$ cat src/rtl/pipelined_cla_pkg.sv
// Shared definitions for the pipelined carry-lookahead adder/subtractor:
// default geometry, stage-count helper and the operation encoding that
// callers use to drive in_sub.
package pipelined_cla_pkg;

    localparam int DEFAULT_WIDTH = 32;
    localparam int DEFAULT_SEG_W = 8;

    // Operation select; OP_SUB maps directly onto in_sub = 1.
    typedef enum logic {
        OP_ADD = 1'b0,
        OP_SUB = 1'b1
    } op_e;

    // Number of pipeline stages, one per SEG_W-bit segment.
    function automatic int nseg(input int width, input int seg_w);
        return width / seg_w;
    endfunction

endpackage

$ cat src/rtl/pipelined_cla_adder_segment.sv
// cla_segment: combinational SEG_W-bit carry-lookahead adder made of 4-bit
// lookahead groups. Group generate/propagate terms feed a group carry chain;
// inside each group the bit carries are expanded in full lookahead form.
// c_msb is the carry into the top bit, used for signed overflow.
module cla_segment #(
    parameter int SEG_W = 8
) (
    input  logic [SEG_W-1:0] a,
    input  logic [SEG_W-1:0] b,
    input  logic             cin,
    output logic [SEG_W-1:0] sum,
    output logic             cout,
    output logic             c_msb
);

    localparam int NGRP = SEG_W / 4;

    logic [SEG_W-1:0] g;
    logic [SEG_W-1:0] p;
    logic [SEG_W-1:0] c;
    logic [NGRP-1:0]  grp_g;
    logic [NGRP-1:0]  grp_p;
    logic [NGRP:0]    grp_c;
    logic             carry_v;

    assign g = a & b;
    assign p = a ^ b;

    genvar gi;
    generate
        for (gi = 0; gi < NGRP; gi++) begin : gen_grp
            localparam int B = gi * 4;

            assign grp_g[gi] = g[B+3]
                             | (p[B+3] & g[B+2])
                             | (p[B+3] & p[B+2] & g[B+1])
                             | (p[B+3] & p[B+2] & p[B+1] & g[B]);
            assign grp_p[gi] = &p[B+3:B];

            assign c[B]   = grp_c[gi];
            assign c[B+1] = g[B] | (p[B] & grp_c[gi]);
            assign c[B+2] = g[B+1] | (p[B+1] & g[B]) | (p[B+1] & p[B] & grp_c[gi]);
            assign c[B+3] = g[B+2] | (p[B+2] & g[B+1]) | (p[B+2] & p[B+1] & g[B])
                          | (p[B+2] & p[B+1] & p[B] & grp_c[gi]);
        end
    endgenerate

    // Carry chain across the 4-bit groups, driven by group G/P only.
    always_comb begin
        grp_c   = '0;
        carry_v = cin;
        for (int k = 0; k < NGRP; k++) begin
            grp_c[k] = carry_v;
            carry_v  = grp_g[k] | (grp_p[k] & carry_v);
        end
        grp_c[NGRP] = carry_v;
    end

    assign sum   = p ^ c;
    assign cout  = grp_c[NGRP];
    assign c_msb = c[SEG_W-1];

endmodule

$ cat src/rtl/pipelined_cla_adder.sv
// pipelined_cla_adder: WIDTH-bit adder/subtractor resolving SEG_W bits per
// stage with an elastic valid/ready pipeline (one beat per cycle, latency
// NSEG). Each stage keeps the low sum bits resolved so far, the not yet
// consumed upper operand bits and its segment carry-out.
// Optional macro PIPELINED_CLA_FLAGS_EN adds registered out_zero/out_neg.
module pipelined_cla_adder
    import pipelined_cla_pkg::*;
#(
    parameter int WIDTH = DEFAULT_WIDTH,
    parameter int SEG_W = DEFAULT_SEG_W
) (
    input  logic             clk,
    input  logic             rst,
    input  logic             in_valid,
    output logic             in_ready,
    input  logic [WIDTH-1:0] in_a,
    input  logic [WIDTH-1:0] in_b,
    input  logic             in_cin,
    input  logic             in_sub,
    output logic             out_valid,
    input  logic             out_ready,
    output logic [WIDTH-1:0] out_sum,
    output logic             out_cout,
    output logic             out_ovf
`ifdef PIPELINED_CLA_FLAGS_EN
    ,
    output logic             out_zero,
    output logic             out_neg
`endif
);

    localparam int NSEG = nseg(WIDTH, SEG_W);

    genvar gi;
    generate
        if ((SEG_W % 4 != 0) || (WIDTH % SEG_W != 0) || (WIDTH < SEG_W)) begin : g_param_check
            $error("pipelined_cla_adder: WIDTH must be a multiple of SEG_W and SEG_W a multiple of 4");
        end
    endgenerate

    logic [NSEG-1:0]  stage_valid;
    logic [NSEG-1:0]  stage_ready;
    logic             ready_v;
    logic [WIDTH-1:0] b_eff;
    logic             cin_eff;

    // Subtraction is A + ~B + 1; the caller's carry-in is ignored then.
    assign b_eff   = in_sub ? ~in_b : in_b;
    assign cin_eff = in_sub | in_cin;

    // Ready ripples back from the consumer: a stage may load when it is empty
    // or when the stage after it is itself able to move.
    always_comb begin
        stage_ready = '0;
        ready_v     = out_ready;
        for (int k = NSEG - 1; k >= 0; k--) begin
            ready_v        = ~stage_valid[k] | ready_v;
            stage_ready[k] = ready_v;
        end
    end

    generate
        for (gi = 0; gi < NSEG; gi++) begin : gen_stage
            localparam int LO  = gi * SEG_W;
            localparam int HI  = LO + SEG_W;
            localparam int REM = WIDTH - HI;

            logic [SEG_W-1:0] seg_a;
            logic [SEG_W-1:0] seg_b;
            logic [SEG_W-1:0] seg_sum;
            logic             seg_cin;
            logic             seg_cout;
            logic             seg_cmsb;
            logic             up_valid;
            logic [HI-1:0]    sum_next;
            logic [HI-1:0]    sum_reg;
            logic             valid_reg;
            logic             carry_reg;

            if (gi == 0) begin : g_src
                assign seg_a    = in_a[SEG_W-1:0];
                assign seg_b    = b_eff[SEG_W-1:0];
                assign seg_cin  = cin_eff;
                assign up_valid = in_valid;
                assign sum_next = seg_sum;
            end else begin : g_src
                assign seg_a    = gen_stage[gi-1].g_ops.a_reg[SEG_W-1:0];
                assign seg_b    = gen_stage[gi-1].g_ops.b_reg[SEG_W-1:0];
                assign seg_cin  = gen_stage[gi-1].carry_reg;
                assign up_valid = stage_valid[gi-1];
                assign sum_next = {seg_sum, gen_stage[gi-1].sum_reg};
            end

            cla_segment #(
                .SEG_W (SEG_W)
            ) u_seg (
                .a     (seg_a),
                .b     (seg_b),
                .cin   (seg_cin),
                .sum   (seg_sum),
                .cout  (seg_cout),
                .c_msb (seg_cmsb)
            );

            // Stage valid follows upstream whenever the stage may load; data
            // only moves with a real beat so idle cycles leave it untouched.
            always_ff @(posedge clk or posedge rst) begin
                if (rst) begin
                    valid_reg <= 1'b0;
                    carry_reg <= 1'b0;
                    sum_reg   <= '0;
                end else if (stage_ready[gi]) begin
                    valid_reg <= up_valid;
                    if (up_valid) begin
                        carry_reg <= seg_cout;
                        sum_reg   <= sum_next;
                    end
                end
            end

            assign stage_valid[gi] = valid_reg;

            if (REM > 0) begin : g_ops
                logic [REM-1:0] a_reg;
                logic [REM-1:0] b_reg;
                logic [REM-1:0] a_next;
                logic [REM-1:0] b_next;
                logic           unused_cmsb;

                // Only the last stage needs the carry into the MSB.
                assign unused_cmsb = seg_cmsb;

                if (gi == 0) begin : g_in
                    assign a_next = in_a[WIDTH-1:HI];
                    assign b_next = b_eff[WIDTH-1:HI];
                end else begin : g_in
                    assign a_next = gen_stage[gi-1].g_ops.a_reg[REM+SEG_W-1:SEG_W];
                    assign b_next = gen_stage[gi-1].g_ops.b_reg[REM+SEG_W-1:SEG_W];
                end

                // Carry the unresolved upper operand bits to the next stage.
                always_ff @(posedge clk or posedge rst) begin
                    if (rst) begin
                        a_reg <= '0;
                        b_reg <= '0;
                    end else if (stage_ready[gi] && up_valid) begin
                        a_reg <= a_next;
                        b_reg <= b_next;
                    end
                end
            end else begin : g_last
                logic cmsb_reg;

                // Carry into the MSB, kept beside carry-out for overflow.
                always_ff @(posedge clk or posedge rst) begin
                    if (rst) begin
                        cmsb_reg <= 1'b0;
                    end else if (stage_ready[gi] && up_valid) begin
                        cmsb_reg <= seg_cmsb;
                    end
                end
            end

`ifdef PIPELINED_CLA_FLAGS_EN
            logic zero_next;
            logic zero_reg;

            if (gi == 0) begin : g_zsrc
                assign zero_next = ~|seg_sum;
            end else begin : g_zsrc
                assign zero_next = gen_stage[gi-1].zero_reg & (~|seg_sum);
            end

            // Running "all resolved bits are zero" flag, one segment per stage.
            always_ff @(posedge clk or posedge rst) begin
                if (rst) begin
                    zero_reg <= 1'b0;
                end else if (stage_ready[gi] && up_valid) begin
                    zero_reg <= zero_next;
                end
            end
`endif
        end
    endgenerate

    assign in_ready  = stage_ready[0];
    assign out_valid = stage_valid[NSEG-1];
    assign out_sum   = gen_stage[NSEG-1].sum_reg;
    assign out_cout  = gen_stage[NSEG-1].carry_reg;
    assign out_ovf   = gen_stage[NSEG-1].g_last.cmsb_reg ^ gen_stage[NSEG-1].carry_reg;

`ifdef PIPELINED_CLA_FLAGS_EN
    assign out_zero = gen_stage[NSEG-1].zero_reg;
    assign out_neg  = gen_stage[NSEG-1].sum_reg[WIDTH-1];
`endif

endmodule
$ cat config.mk
export PLATFORM = sky130hd
export DESIGN_NAME = pipelined_cla_adder
export DESIGN_NICKNAME = d
export VERILOG_FILES = /design/src/rtl/pipelined_cla_pkg.sv /design/src/rtl/pipelined_cla_adder_segment.sv /design/src/rtl/pipelined_cla_adder.sv
export SDC_FILE = /design/constraint.sdc
export NUM_CORES = 1
export LEC_CHECK = 0
export CAP_MARGIN = 20
export CORE_UTILIZATION = 50
export DETAILED_ROUTE_END_ITERATION = 6
export GPL_TIMING_DRIVEN = 0
export PLACE_DENSITY = 0.81
export SYNTH_ARGS = -nofsm -noshare
export SYNTH_HDL_FRONTEND = slang
export SYNTH_SLANG_ARGS = --single-unit
$ cat constraint.sdc
create_clock -name clk -period 6.5 [get_ports clk]
set_clock_uncertainty 0.1 [all_clocks]
set_input_delay 1.3 -clock clk [delete_from_list [all_inputs] [get_ports clk]]
set_output_delay 1.3 -clock clk [all_outputs]
set_load 0.005 [all_outputs]
# After elaboration in Yosys (flattened, before gate mapping)
# Index checks and enable logic that the tools add are counted.
# Widths: inputs -> output; s select.
# classes
n_addsub	0
mul	0
n_div	0
n_lt_le_gt_ge	0
n_eq_ne	0
n_shift	0
mux	1
bitwise_logic	223
n_reduce_logical	16
# op_table
op	n
$and 1x1->1	120
$or 1x1->1	85
$xor 8x8->8	8
$and 8x8->8	4
$mux 32	1
$not 32->32	1
$reduce_and 4->1	8
$reduce_and 2->1	4
$logic_and 1x1->1	4
$not 1->1	4
$xor 1x1->1	1
# totals
regBits	185
latchBits	0
ramBits	0
mem_bits_ro	0
in_bits	70
out_inout_bits	36
elab_cells	259
n_memories	0

# Depth between registers and ports, before layout
# Gate-level depths: netlist of the first run.
# logic_depth
depth_word	11
mapped_depth	11
mapped_depth_nobuf	9

# Modules after synthesis
# A second synthesis of the first run with hierarchy kept.
# unflattened
cells_unflattened	586
area_unflattened_um2	8649.5
# by_module_without_submodules
module	instances	cells_per_inst	area_per_inst_um2	seq_area_each_um2
pipelined_cla_adder	1	436	7302.0	4629.4
cla_segment (gen_stage[1].u_seg ...)	3	37	337.8	0.0
cla_segment (gen_stage[0].u_seg)	1	39	334.1	0.0

# Least setup slack after synthesis of the first run
# No wires, ideal clock.
# synth_path
path_kind	in2reg
from	input port in_sub
to	register gen_stage[0].sum_reg[5]
setup_time_ns	0.083
t_arrival_ns	3.401
required_ns	6.317
slack_ns	2.916
path_stages	11
n_path_buf	2
cell_sequence	buf_2 buf_2 xor2_1 ha_1 o211ai_2 a21boi_0 o21a_1 nor2_1 fa_1 xor2_1 o21ai_0
# synth_between
elab_chain_cells	10
word_cells_on_any_way	18
cone_classes	mux: 1; bitwise: 16; reduce/logical: 1
# synth_rtl
element	line_no	source
start, declared	pipelined_cla_adder.sv:19	input logic in_sub,
$mux 32	pipelined_cla_adder.sv:48	assign b_eff = in_sub ? ~in_b : in_b;
$xor 8x8->8 or $and 8x8->8 (tied branches)	pipelined_cla_adder_segment.sv:27, pipelined_cla_adder_segment.sv:26	
$and 1x1->1 (on tied branches)	pipelined_cla_adder_segment.sv:35, pipelined_cla_adder_segment.sv:36, pipelined_cla_adder_segment.sv:37	
$or 1x1->1 (tied with other cells)	pipelined_cla_adder_segment.sv:35	| (p[B+3] & g[B+2])
$or 1x1->1 or $and 1x1->1 (tied branches)	pipelined_cla_adder_segment.sv:36, pipelined_cla_adder_segment.sv:37	
$or 1x1->1	pipelined_cla_adder_segment.sv:37	| (p[B+3] & p[B+2] & p[B+1] & g[B]);
$or 1x1->1	pipelined_cla_adder_segment.sv:54	carry_v = grp_g[k] | (grp_p[k] & carry_v);
$and 1x1->1	pipelined_cla_adder_segment.sv:41	assign c[B+1] = g[B] | (p[B] & grp_c[gi]);
$or 1x1->1	pipelined_cla_adder_segment.sv:41	
$xor 8x8->8 *	pipelined_cla_adder_segment.sv:59	assign sum = p ^ c;
end signal, assigned	pipelined_cla_adder.sv:116	sum_reg <= sum_next;
end, declared	pipelined_cla_adder.sv:76	logic [HI-1:0] sum_reg;
# Mark *: on every way between the ends. The rest lies on a longest branch, timed or not.
# A chain may end at the register's enable or synchronous reset.

# Worst setup path in the final report of the first run
# layout_path
from	input port out_ready
to	output port in_ready
# layout_between
elab_chain_cells	4
# layout_rtl
element	line_no	source
start, declared	pipelined_cla_adder.sv:21	input logic out_ready,
$or 1x1->1 (4 in series)	pipelined_cla_adder.sv:57	ready_v = ~stage_valid[k] | ready_v;
end, declared	pipelined_cla_adder.sv:15	output logic in_ready,
# Every way passes these cells.

==> results of run 1 <==
==> worst paths after layout <==
| kind | startpoint | endpoint | slack (ns) |
|---|---|---|---|
| min in group asynchronous | rst | gen_stage[0].g_ops.a_reg[21] | 1.23 |
| max in group asynchronous | rst | gen_stage[0].g_ops.a_reg[5] | 4.17 |
| max | out_ready | in_ready | 2.36 |
| min | gen_stage[0].g_ops.a_reg[11] | gen_stage[0].g_ops.a_reg[11] | 0.37 |
| min reg2reg | gen_stage[0].g_ops.a_reg[11] | gen_stage[0].g_ops.a_reg[11] | 0.37 |
| max reg2reg | gen_stage[0].g_ops.a_reg[0] | gen_stage[1].sum_reg[12] | 4.10 |
==> metrics by stage <==
| step | setup TNS [ns] | setup WS, ns | std cells | hold slack (ns) |
|---|---|---|---|---|
| floorplan | 0 | 0.0713 | 716 | 0.341 |
| global placement | -407.53 | -2.22 | 1040 | 0.354 |
| detailed placement | 0 | 2.37 | 1041 | 0.360 |
| CTS | 0 | 2.37 | 1072 | 0.377 |
| global route | 0 | 2.31 | 1072 | 0.394 |
| finish | 0 | 2.36 | 1072 | 0.369 |
==> cells in the final DEF, fill, tap and decap left out, types with 6 or more instances in the layout <==
cell type	Yosys	final
xor2_1	18	18
a21oi_1	16	16
inv_1	16	15
a211oi_1	6	6
dfrtp_1	185	185
a21o_1	6	6
mux2_2	99	99
ha_1	32	32
nand2b_1	8	8
clkbuf_16	0	17
xnor2_1	29	29
nand2_1	127	127
nor2_1	16	16
buf_6	6	6
fa_1	8	8
o31ai_1	6	6
buf_2	17	17
o21ai_0	50	50
clkdlybuf4s50_1	0	104
==> power groups by stage <==
stage	logic (mW)	clock network [mW]	registers, mW
2_1_floorplan	0.896	0	1.73
3_3_place_gp	1.29	0	1.79
3_5_place_dp	1.35	0	1.80
4_1_cts	1.37	1.04	1.79
5_1_grt	1.50	1.09	1.83
6_report	1.35	1.02	1.78
==> logic make-up after synthesis <==
kind of cell,count (synthesis)
buffers and inverters,48
and+or+nand+nor,182
AOI/OAI and AO/OA,114
xor gates and xnor gates,47
DFF,185
muxes,100
adders and majority gates,40
==> critical path, cell delays in order <==
cell             delay [ns]
clkdlybuf4s50_1        0.45
and4b_1                0.38
nand2_1                0.14
clkdlybuf4s50_1        0.48
==> routing by layer <==
metal	up-vias	wire length, µm	global-route usage (%)
met5	-	0	0
met1	2784	7820	28.5
met3	31	751	4.98
li1	2725	-	-
met2	127	8620	35.2
met4	0	473	8.62
==> final cells by class <==
| cell class | count | area, µm² |
|---|---|---|
| clock buffers | 20 | 467 |
| clock inverters | 11 | 123 |
| repair buffers | 105 | 1070 |
| fillers | 1313 | 6170 |
| inverters | 17 | 71.3 |
| multi-input cells | 483 | 3640 |
| plain buffers | 31 | 201 |
| flip-flops and latches | 185 | 4630 |
| well taps | 220 | 275 |
==> impl_metrics.yaml, run 1 <==
timing:
  rsz0062_at_grt: "false"
  max_freq_ghz: 0.241
  layout_worst_path_cycle_share_pct: 63.7
  hold_viol: 0
  min_period_ns: 4.14
  slew_viol_final: 0
  setup-violations-final: 0
  worst_pin_slew_ns: 0.549
  relSlewSlack_pct: 63.0
detailed_routing:
  drtIter0Drc: 229
  postRouteAntennaNets: 0
  wirelength_um: 17700
  routed_via_density: 5.29
  drcViolationCount: 0
  post_drt_wl_per_cell_um: 16.5
  vias: 5667
  dr.pass1.iters: 4
pwr:
  sw_frac_of_total_pct: 30.1
  p_clk_share_pct: 24.6
  ir_worst_vdd_mv: 0.232
  pwr-share-seq_pct: 42.9
  p_int_mw: 2.90
  power.density_nw_per_um2: 397
  total_power_mw: 4.15
  pwr-share-comb_pct: 32.5
  p_sw_mw: 1.25
  leakage_nw: 4.73
cts:
  cts_root_buffer: "clkbuf_16"
  clock_latency_ns: 0.43
  htree_levels: 4
  cts_tree: "done"
  cts.sinks: 185
  clk_pin_slew_worst_paths_ns: 0.06
  post_cts_buffers: 0
  clockBufferDepth: 2
  ctsHoldBuffers: 0
  cts_buffers: 17
  post_cts_resized: 0
synthesis:
  yosys_warnings: 0
  yosysMostFrequentCell: "dfrtp_1"
  synth-simple-area-share_pct: 9.42
  synthFlopType: "dfrtp_1"
  synth_top_family_by_area: "multiplexers"
  synth_top_area_share_pct: 54.3
  synth_area_um2: 8530
  ys_async_sr_fraction_pct: 100
  synth_edf_count: 0
  synth_mux_area_share_pct: 13.2
  synthAdderAreaFrac_pct: 6.57
  synth_xor_area_share_pct: 4.83
  synth_common_cells: "185 x dfrtp_1, 127 x nand2_1, 99 x mux2_2"
  synth_top_area_cell: "dfrtp_1"
  synthCells: 716
  yosys-top-cells-area: "dfrtp_1 54%, mux2_2 13%, nand2_1 5.6%"
  seq_area_frac_synth_pct: 54.3
  synth_compound_area_share_pct: 8.62
  synth_nets: 826
  avgSynthCellArea_um2: 11.9
  ys_ff_latch: 185
  synth_cell_types: 49
run:
  max_cap_violations: 0
cells_and_area:
  utilization_pct: 62.9
  area_growth_pct: 22.7
  n_antenna_cell: 0
  drive_gt1_share_pct: 20.1
  design_area_um2: 10500
  fin_nets: 950
global_routing:
  grt_use_total_pct: 21.7
  grt_overflow: 0
  grt_pass1_wl_um: 29200
  grt_max_degree: 110
  antenna_found_initial: 0
  grt_pass1_vias: 5765
critical_path:
  cp_data_arrival_time_ns: 2.74
  rr_worst_depth: 6
  worstPathMaxFanout: 4
  critPathLaunchType: "input port"
  path_class: "input port to primary output"
  cp.required_ns: 5.10
  crit_path_end_kind: "primary output"
floorplan:
  die_h_um: 133
  num_rows: 47
  die_w_um: 133
  core_um2: 16600
  dieArea_um2: 17600
  initial_core_util_pct: 51.3
  io_pins: 106
outcome:
  status: "completed"
placement:
  hpwl_um: 12500
  port_buffers: 104
  post_dp_cell_area_um2: 9880
  gp_congestion: 0.829
hold_path:
  hold_class: "flip-flop to flip-flop"
  min_path_cells: 2
No activity file was read; power rests on OpenSTA's default activity.
==> inputs of run 2 (changes only) <==
--- a/config.mk
+++ b/config.mk
@@ -6,10 +6,10 @@
 export NUM_CORES = 1
 export LEC_CHECK = 0
 export CAP_MARGIN = 20
-export CORE_UTILIZATION = 50
+export CORE_UTILIZATION = 56
 export DETAILED_ROUTE_END_ITERATION = 6
 export GPL_TIMING_DRIVEN = 0
-export PLACE_DENSITY = 0.81
+export PLACE_DENSITY = 0.85
 export SYNTH_ARGS = -nofsm -noshare
 export SYNTH_HDL_FRONTEND = slang
 export SYNTH_SLANG_ARGS = --single-unit
==> constraint.sdc (replaced) <==
create_clock -name clk -period 4.25 [get_ports clk]
set_clock_uncertainty 0.1 [all_clocks]
set_input_delay 0.85 -clock clk [delete_from_list [all_inputs] [get_ports clk]]
set_output_delay 0.85 -clock clk [all_outputs]
set_load 0.005 [all_outputs]
==> run 2 against run 1 <==
  * The flow now finishes with violations (design-rule violations)
  * Register-to-register slack worse by 2.2 ns
  * Sequential cell count stayed put
  * First-iteration DRC count up 86%
  * Wire length increased by 7.2%
  * Hold slack better by 0.0084 ns
  * Sequential share of layout area shrank 0.28 points
  * Critical path type unchanged
  * Largest cell class unchanged
  * Non-clock buffer count up 3
  * Final cell count down 3.0%
==> impl_metrics.yaml, run 2 (same netlist as run 1, synthesis figures left out) <==
outcome:
  status: "finished, violations left"
  violations: "design-rule violations"
critical_path:
  critPathSlowestCell: "clkdlybuf4s50_1"
  critPathLaunchType: "input port"
  cp.required_ns: 3.30
  rr_worst_depth: 6
  worstPathMaxFanout: 4
  crit_cells: 4
  cp_data_arrival_time_ns: 2.36
  cp_common_cell: "clkdlybuf4s50_1"
  path_cells: "clkdlybuf4s50_1 > and4b_1 > nand2_1 > clkdlybuf4s50_1"
  reg2reg_from: "gen_stage[0].g_ops.a_reg[0]"
  slowest_delay_ns: 0.48
  ff2ff_setup_slack_ns: 1.85
  startpoint: "out_ready"
  cp_top_family: "buffers and inverters"
  crit_path_end_kind: "primary output"
  worst_r2r_endpoint: "gen_stage[1].sum_reg[12]"
  path_class: "input port to primary output"
  critPathCapture: "in_ready"
  critPathBufInv: 2
floorplan:
  io_pins: 106
  dieArea_um2: 15700
  die_h_um: 125
  initial_core_util_pct: 58.0
  core_um2: 14700
  die_w_um: 125
  num_rows: 44
timing:
  min_period_ns: 3.31
  tns_ns: 0
  setup-violations-final: 0
  hold_viol: 0
  slew_viol_final: 0
  worst_pin_slew_ns: 0.576
  rsz0062_at_grt: "false"
  relSlewSlack_pct: 61.2
  whs_ns: 0.377
  layout_worst_path_cycle_share_pct: 77.8
  layout_setup_ws_ns: 0.944
  max_freq_ghz: 0.302
cts:
  cts_tree: "done"
  cts_root_buffer: "clkbuf_16"
  cts.sinks: 185
  post_cts_resized: 0
  cts_buffers: 17
  clockBufferDepth: 2
  post_cts_buffers: 0
  clk_pin_slew_worst_paths_ns: 0.06
  ctsHoldBuffers: 0
  htree_levels: 4
  clock_latency_ns: 0.44
pwr:
  sw_frac_of_total_pct: 30.3
  p_sw_mw: 2.01
  leakage_nw: 4.80
  pwr-share-seq_pct: 41.4
  pwr-share-comb_pct: 32.4
  ir_worst_vdd_mv: 0.354
  power.density_nw_per_um2: 629
  p_int_mw: 4.62
  p_clk_share_pct: 26.2
detailed_routing:
  drtIter0Drc: 425
  post_drt_wl_per_cell_um: 18.2
  routed_via_density: 5.66
  dr.pass1.iters: 7
  drcViolationCount: 6
  postRouteAntennaNets: 0
  wirelength_um: 18900
  vias: 5883
placement:
  gp_congestion: 0.852
  port_buffers: 104
  post_dp_cell_area_um2: 9890
  place_ws_ns: 0.656
  hpwl_um: 13400
  dp.cells: 1008
hold_path:
  hold_class: "flip-flop to flip-flop"
global_routing:
  grt_max_degree: 46
  antenna_found_initial: 0
  grt_use_total_pct: 26.0
  grt_pass1_wl_um: 31400
  grt_pass1_vias: 6237
  grt_overflow: 0
cells_and_area:
  fin_nets: 953
  area_growth_pct: 23.5
  fill_cells: 933
  ff_latch_area_um2: 4630
  multi_input_area_um2: 3640
  finalNonFillerCells: 1040
  design_area_um2: 10500
  layout_common_cells: "185 x dfrtp_1, 127 x nand2_1, 104 x clkdlybuf4s50_1"
  n_antenna_cell: 0
  final_common_cell: "dfrtp_1"
  drive_gt1_share_pct: 20.3
run:
  max_cap_violations: 0
[run 2: metal layers]
metal  part of all wire [%]  vias to the layer above  track usage, %
met5                      0                        -               0
met4                    2.7                        0            11.0
met3                    4.3                       35            4.24
met2                     51                      172            45.1
met1                     42                     2958            32.2
li1                       -                     2718               -
[run 2: stage by stage]
stage	util, %	total power, mW
3_3_place_gp	66.7	4.70
3_5_place_dp	67.3	4.87
5_1_grt	71.7	6.99
4_1_cts	71.7	6.65
2_1_floorplan	-	4.02
6_report	71.7	6.63
[run 2: power by group through the flow]
stage          clock network (mW)  registers, mW  logic [mW]
2_1_floorplan                   0           2.65        1.37
3_3_place_gp                    0           2.73        1.97
3_5_place_dp                    0           2.77        2.11
4_1_cts                      1.76           2.74        2.15
5_1_grt                      1.81           2.82        2.37
6_report                     1.74           2.75        2.15
[run 2: how the worst min path moves through the flow]
stage / startpoint / to / slack, ns / depth (start not counted)
after floorplan: gen_stage[0].g_ops.a_reg[19] / gen_stage[0].g_ops.a_reg[19] / 0.34 / 2
after global placement: gen_stage[0].g_ops.a_reg[12] / gen_stage[0].g_ops.a_reg[12] / 0.36 / 2
after detailed placement: gen_stage[0].g_ops.a_reg[12] / gen_stage[0].g_ops.a_reg[12] / 0.36 / 2
after CTS: gen_stage[0].g_ops.a_reg[12] / gen_stage[0].g_ops.a_reg[12] / 0.38 / 2
after global routing: gen_stage[0].g_ops.a_reg[12] / gen_stage[0].g_ops.a_reg[12] / 0.40 / 2
final: gen_stage[0].g_ops.a_reg[12] / gen_stage[0].g_ops.a_reg[12] / 0.38 / 2
[run 2: worst min-delay path, delay by kind of cell (launching register included)]
kind | cells | cell delay, ns
flip-flops | 1 | 0.34
AND/OR/NAND/NOR | 2 | 0.10
[run 2: cell type report]
type | count | area share [%]
buffer | 31 | 1.91
clock buffer | 20 | 4.33
clock inverter | 12 | 1.86
inverter | 17 | 0.641
multi-input combinational | 483 | 34.5
sequential | 185 | 43.9
tap | 184 | 2.18
timing repair buffer | 108 | 10.6
==> inputs of run 3 (changes only) <==
--- a/config.mk
+++ b/config.mk
@@ -6,10 +6,10 @@
 export NUM_CORES = 1
 export LEC_CHECK = 0
 export CAP_MARGIN = 20
-export CORE_UTILIZATION = 56
+export CORE_UTILIZATION = 50
 export DETAILED_ROUTE_END_ITERATION = 6
 export GPL_TIMING_DRIVEN = 0
-export PLACE_DENSITY = 0.85
+export PLACE_DENSITY = 0.81
 export SYNTH_ARGS = -nofsm -noshare
 export SYNTH_HDL_FRONTEND = slang
 export SYNTH_SLANG_ARGS = --single-unit
==> constraint.sdc (replaced) <==
create_clock -name clk -period 3 [get_ports clk]
set_clock_uncertainty 0.1 [all_clocks]
set_input_delay 0.6 -clock clk [delete_from_list [all_inputs] [get_ports clk]]
set_output_delay 0.6 -clock clk [all_outputs]
set_load 0.005 [all_outputs]
==> run 3 against run 2 <==
  * The run now ends clean
  * Hold slack worse by 0.0077 ns
  * Critical path type unchanged
  * Sequential share of layout area about the same
  * First-iteration DRC count down 33%
  * Combinational power up 36%
  * Global-route usage down 4.6 points
  * Wire length down 7.8%
  * Critical path depth unchanged
  * Final cell count up 3.5%
  * Via count down 4.3%
==> impl_metrics.yaml, run 3 (same netlist as run 1, synthesis figures left out) <==
critical_path:
  critPathLaunchType: "input port"
  crit_path_end_kind: "primary output"
  cp_data_arrival_time_ns: 2.07
  cp.required_ns: 2.30
  worstPathMaxFanout: 4
  path_class: "input port to primary output"
  slowest_delay_ns: 0.53
  cp_common_cell: "clkdlybuf4s50_1"
  path_cells: "clkdlybuf4s50_1 > and4b_1 > nand2_1 > clkdlybuf4s50_1"
  critPathBufInv: 2
  cp_top_family: "buffers and inverters"
  critPathSlowestCell: "clkdlybuf4s50_1"
cells_and_area:
  area_growth_pct: 23.7
  drive_gt1_share_pct: 20.3
  utilization_pct: 63.4
  layout_common_cells: "185 x dfrtp_1, 127 x nand2_1, 104 x clkdlybuf4s50_1"
  n_antenna_cell: 0
  final_common_cell: "dfrtp_1"
  fin_nets: 953
  design_area_um2: 10500
cts:
  clk_pin_slew_worst_paths_ns: 0.07
  cts_buffers: 17
  cts_root_buffer: "clkbuf_16"
  clock_latency_ns: 0.42
  htree_levels: 4
  clockBufferDepth: 2
  cts.sinks: 185
  cts_tree: "done"
  post_cts_buffers: 0
global_routing:
  grt_max_degree: 44
  grt_pass1_vias: 5762
  antenna_found_initial: 0
  grt_use_total_pct: 21.4
  grt_pass1_wl_um: 29000
  grt_overflow: 0
floorplan:
  core_um2: 16600
  initial_core_util_pct: 51.3
  die_w_um: 133
  dieArea_um2: 17600
  num_rows: 47
  die_h_um: 133
  io_pins: 106
timing:
  layout_setup_ws_ns: 0.231
  min_period_ns: 2.77
  max_freq_ghz: 0.361
  worst_pin_slew_ns: 0.830
  layout_worst_path_cycle_share_pct: 92.3
  hold_viol: 0
  relSlewSlack_pct: 44.5
  slew_viol_final: 0
  setup-violations-final: 0
  rsz0062_at_grt: "false"
detailed_routing:
  wirelength_um: 17500
  routed_via_density: 5.23
  postRouteAntennaNets: 0
  drcViolationCount: 0
  dr.pass1.iters: 5
  drtIter0Drc: 283
  post_drt_wl_per_cell_um: 16.2
  vias: 5629
pwr:
  ir_worst_vdd_mv: 0.533
  p_sw_mw: 2.70
  leakage_nw: 4.77
  pwr-share-comb_pct: 32.1
  pwr-share-seq_pct: 42.4
  p_clk_share_pct: 25.5
  p_int_mw: 6.39
  sw_frac_of_total_pct: 29.7
  power.density_nw_per_um2: 862
  total_power_mw: 9.09
placement:
  hpwl_um: 12700
  port_buffers: 104
  place_ws_ns: -0.235
  gp_congestion: 0.815
  post_dp_cell_area_um2: 9930
outcome:
  status: "completed"
run:
  max_cap_violations: 0
hold_path:
  hold_class: "flip-flop to flip-flop"
run 3: timing repair:
action	in CTS	in global routing
resized for setup	0	2
hold buffers	0	0
endpoints found under the setup margin	0	2
run 3: routing by layer:
layer | up-vias | global-route usage [%] | wire, µm
met5 | - | 0 | 0
met4 | 0 | 8.43 | 421
met3 | 25 | 3.52 | 642
met2 | 126 | 35.4 | 8490
met1 | 2765 | 28.2 | 7920
li1 | 2713 | - | -
run 3: layout make-up:
class | count | area (µm²)
buffer | 31 | 204
clock buffer | 21 | 470
clock inverter | 11 | 145
fill | 1255 | 6090
inverter | 17 | 67.6
multi-input combinational | 483 | 3640
sequential | 185 | 4630
tap | 220 | 275
timing repair buffer | 108 | 1120
run 3: path summary, 6_finish.rpt:
kind,slack [ns],endpoint,start,cells past startpoint
worst max register to register,0.60,gen_stage[2].sum_reg[20],gen_stage[1].g_ops.a_reg[0],6
min in group asynchronous,0.58,out_sum[5],rst,2
worst max-delay path,0.23,in_ready,out_ready,4
max in group asynchronous,1.55,gen_stage[0].g_ops.a_reg[12],rst,3
worst min register to register,0.37,gen_stage[0].g_ops.a_reg[14],gen_stage[0].g_ops.a_reg[14],2
worst min-delay path,0.37,gen_stage[0].g_ops.a_reg[14],gen_stage[0].g_ops.a_reg[14],2
run 3: power by group through the flow:
| stage | Clock [mW] | Sequential [mW] | Combinational [mW] |
|---|---|---|---|
| final | 2.32 | 3.86 | 2.92 |
| after global routing | 2.44 | 3.97 | 3.25 |
| after CTS | 2.35 | 3.86 | 2.94 |
| after detailed placement | 0 | 3.90 | 2.92 |
| after global placement | 0 | 3.87 | 2.80 |
| after floorplan | 0 | 3.76 | 1.94 |
run 3: worst register-to-register path, cell delays in order, from the launching register on:
cell	delay, ns
dfrtp_1	0.40
ha_1	0.31
a211oi_1	0.37
o21bai_1	0.17
a21o_1	0.21
fa_1	0.45
mux2_2	0.27
run 3: through the flow:
stage | hold slack (ns) | instances | TNS (ns)
after floorplan | 0.341 | 716 | -14.53
after global placement | 0.354 | 1040 | -280.46
after detailed placement | 0.361 | 1044 | -0.461
after CTS | 0.377 | 1076 | 0
after global routing | 0.391 | 1076 | 0
final | 0.370 | 1076 | 0
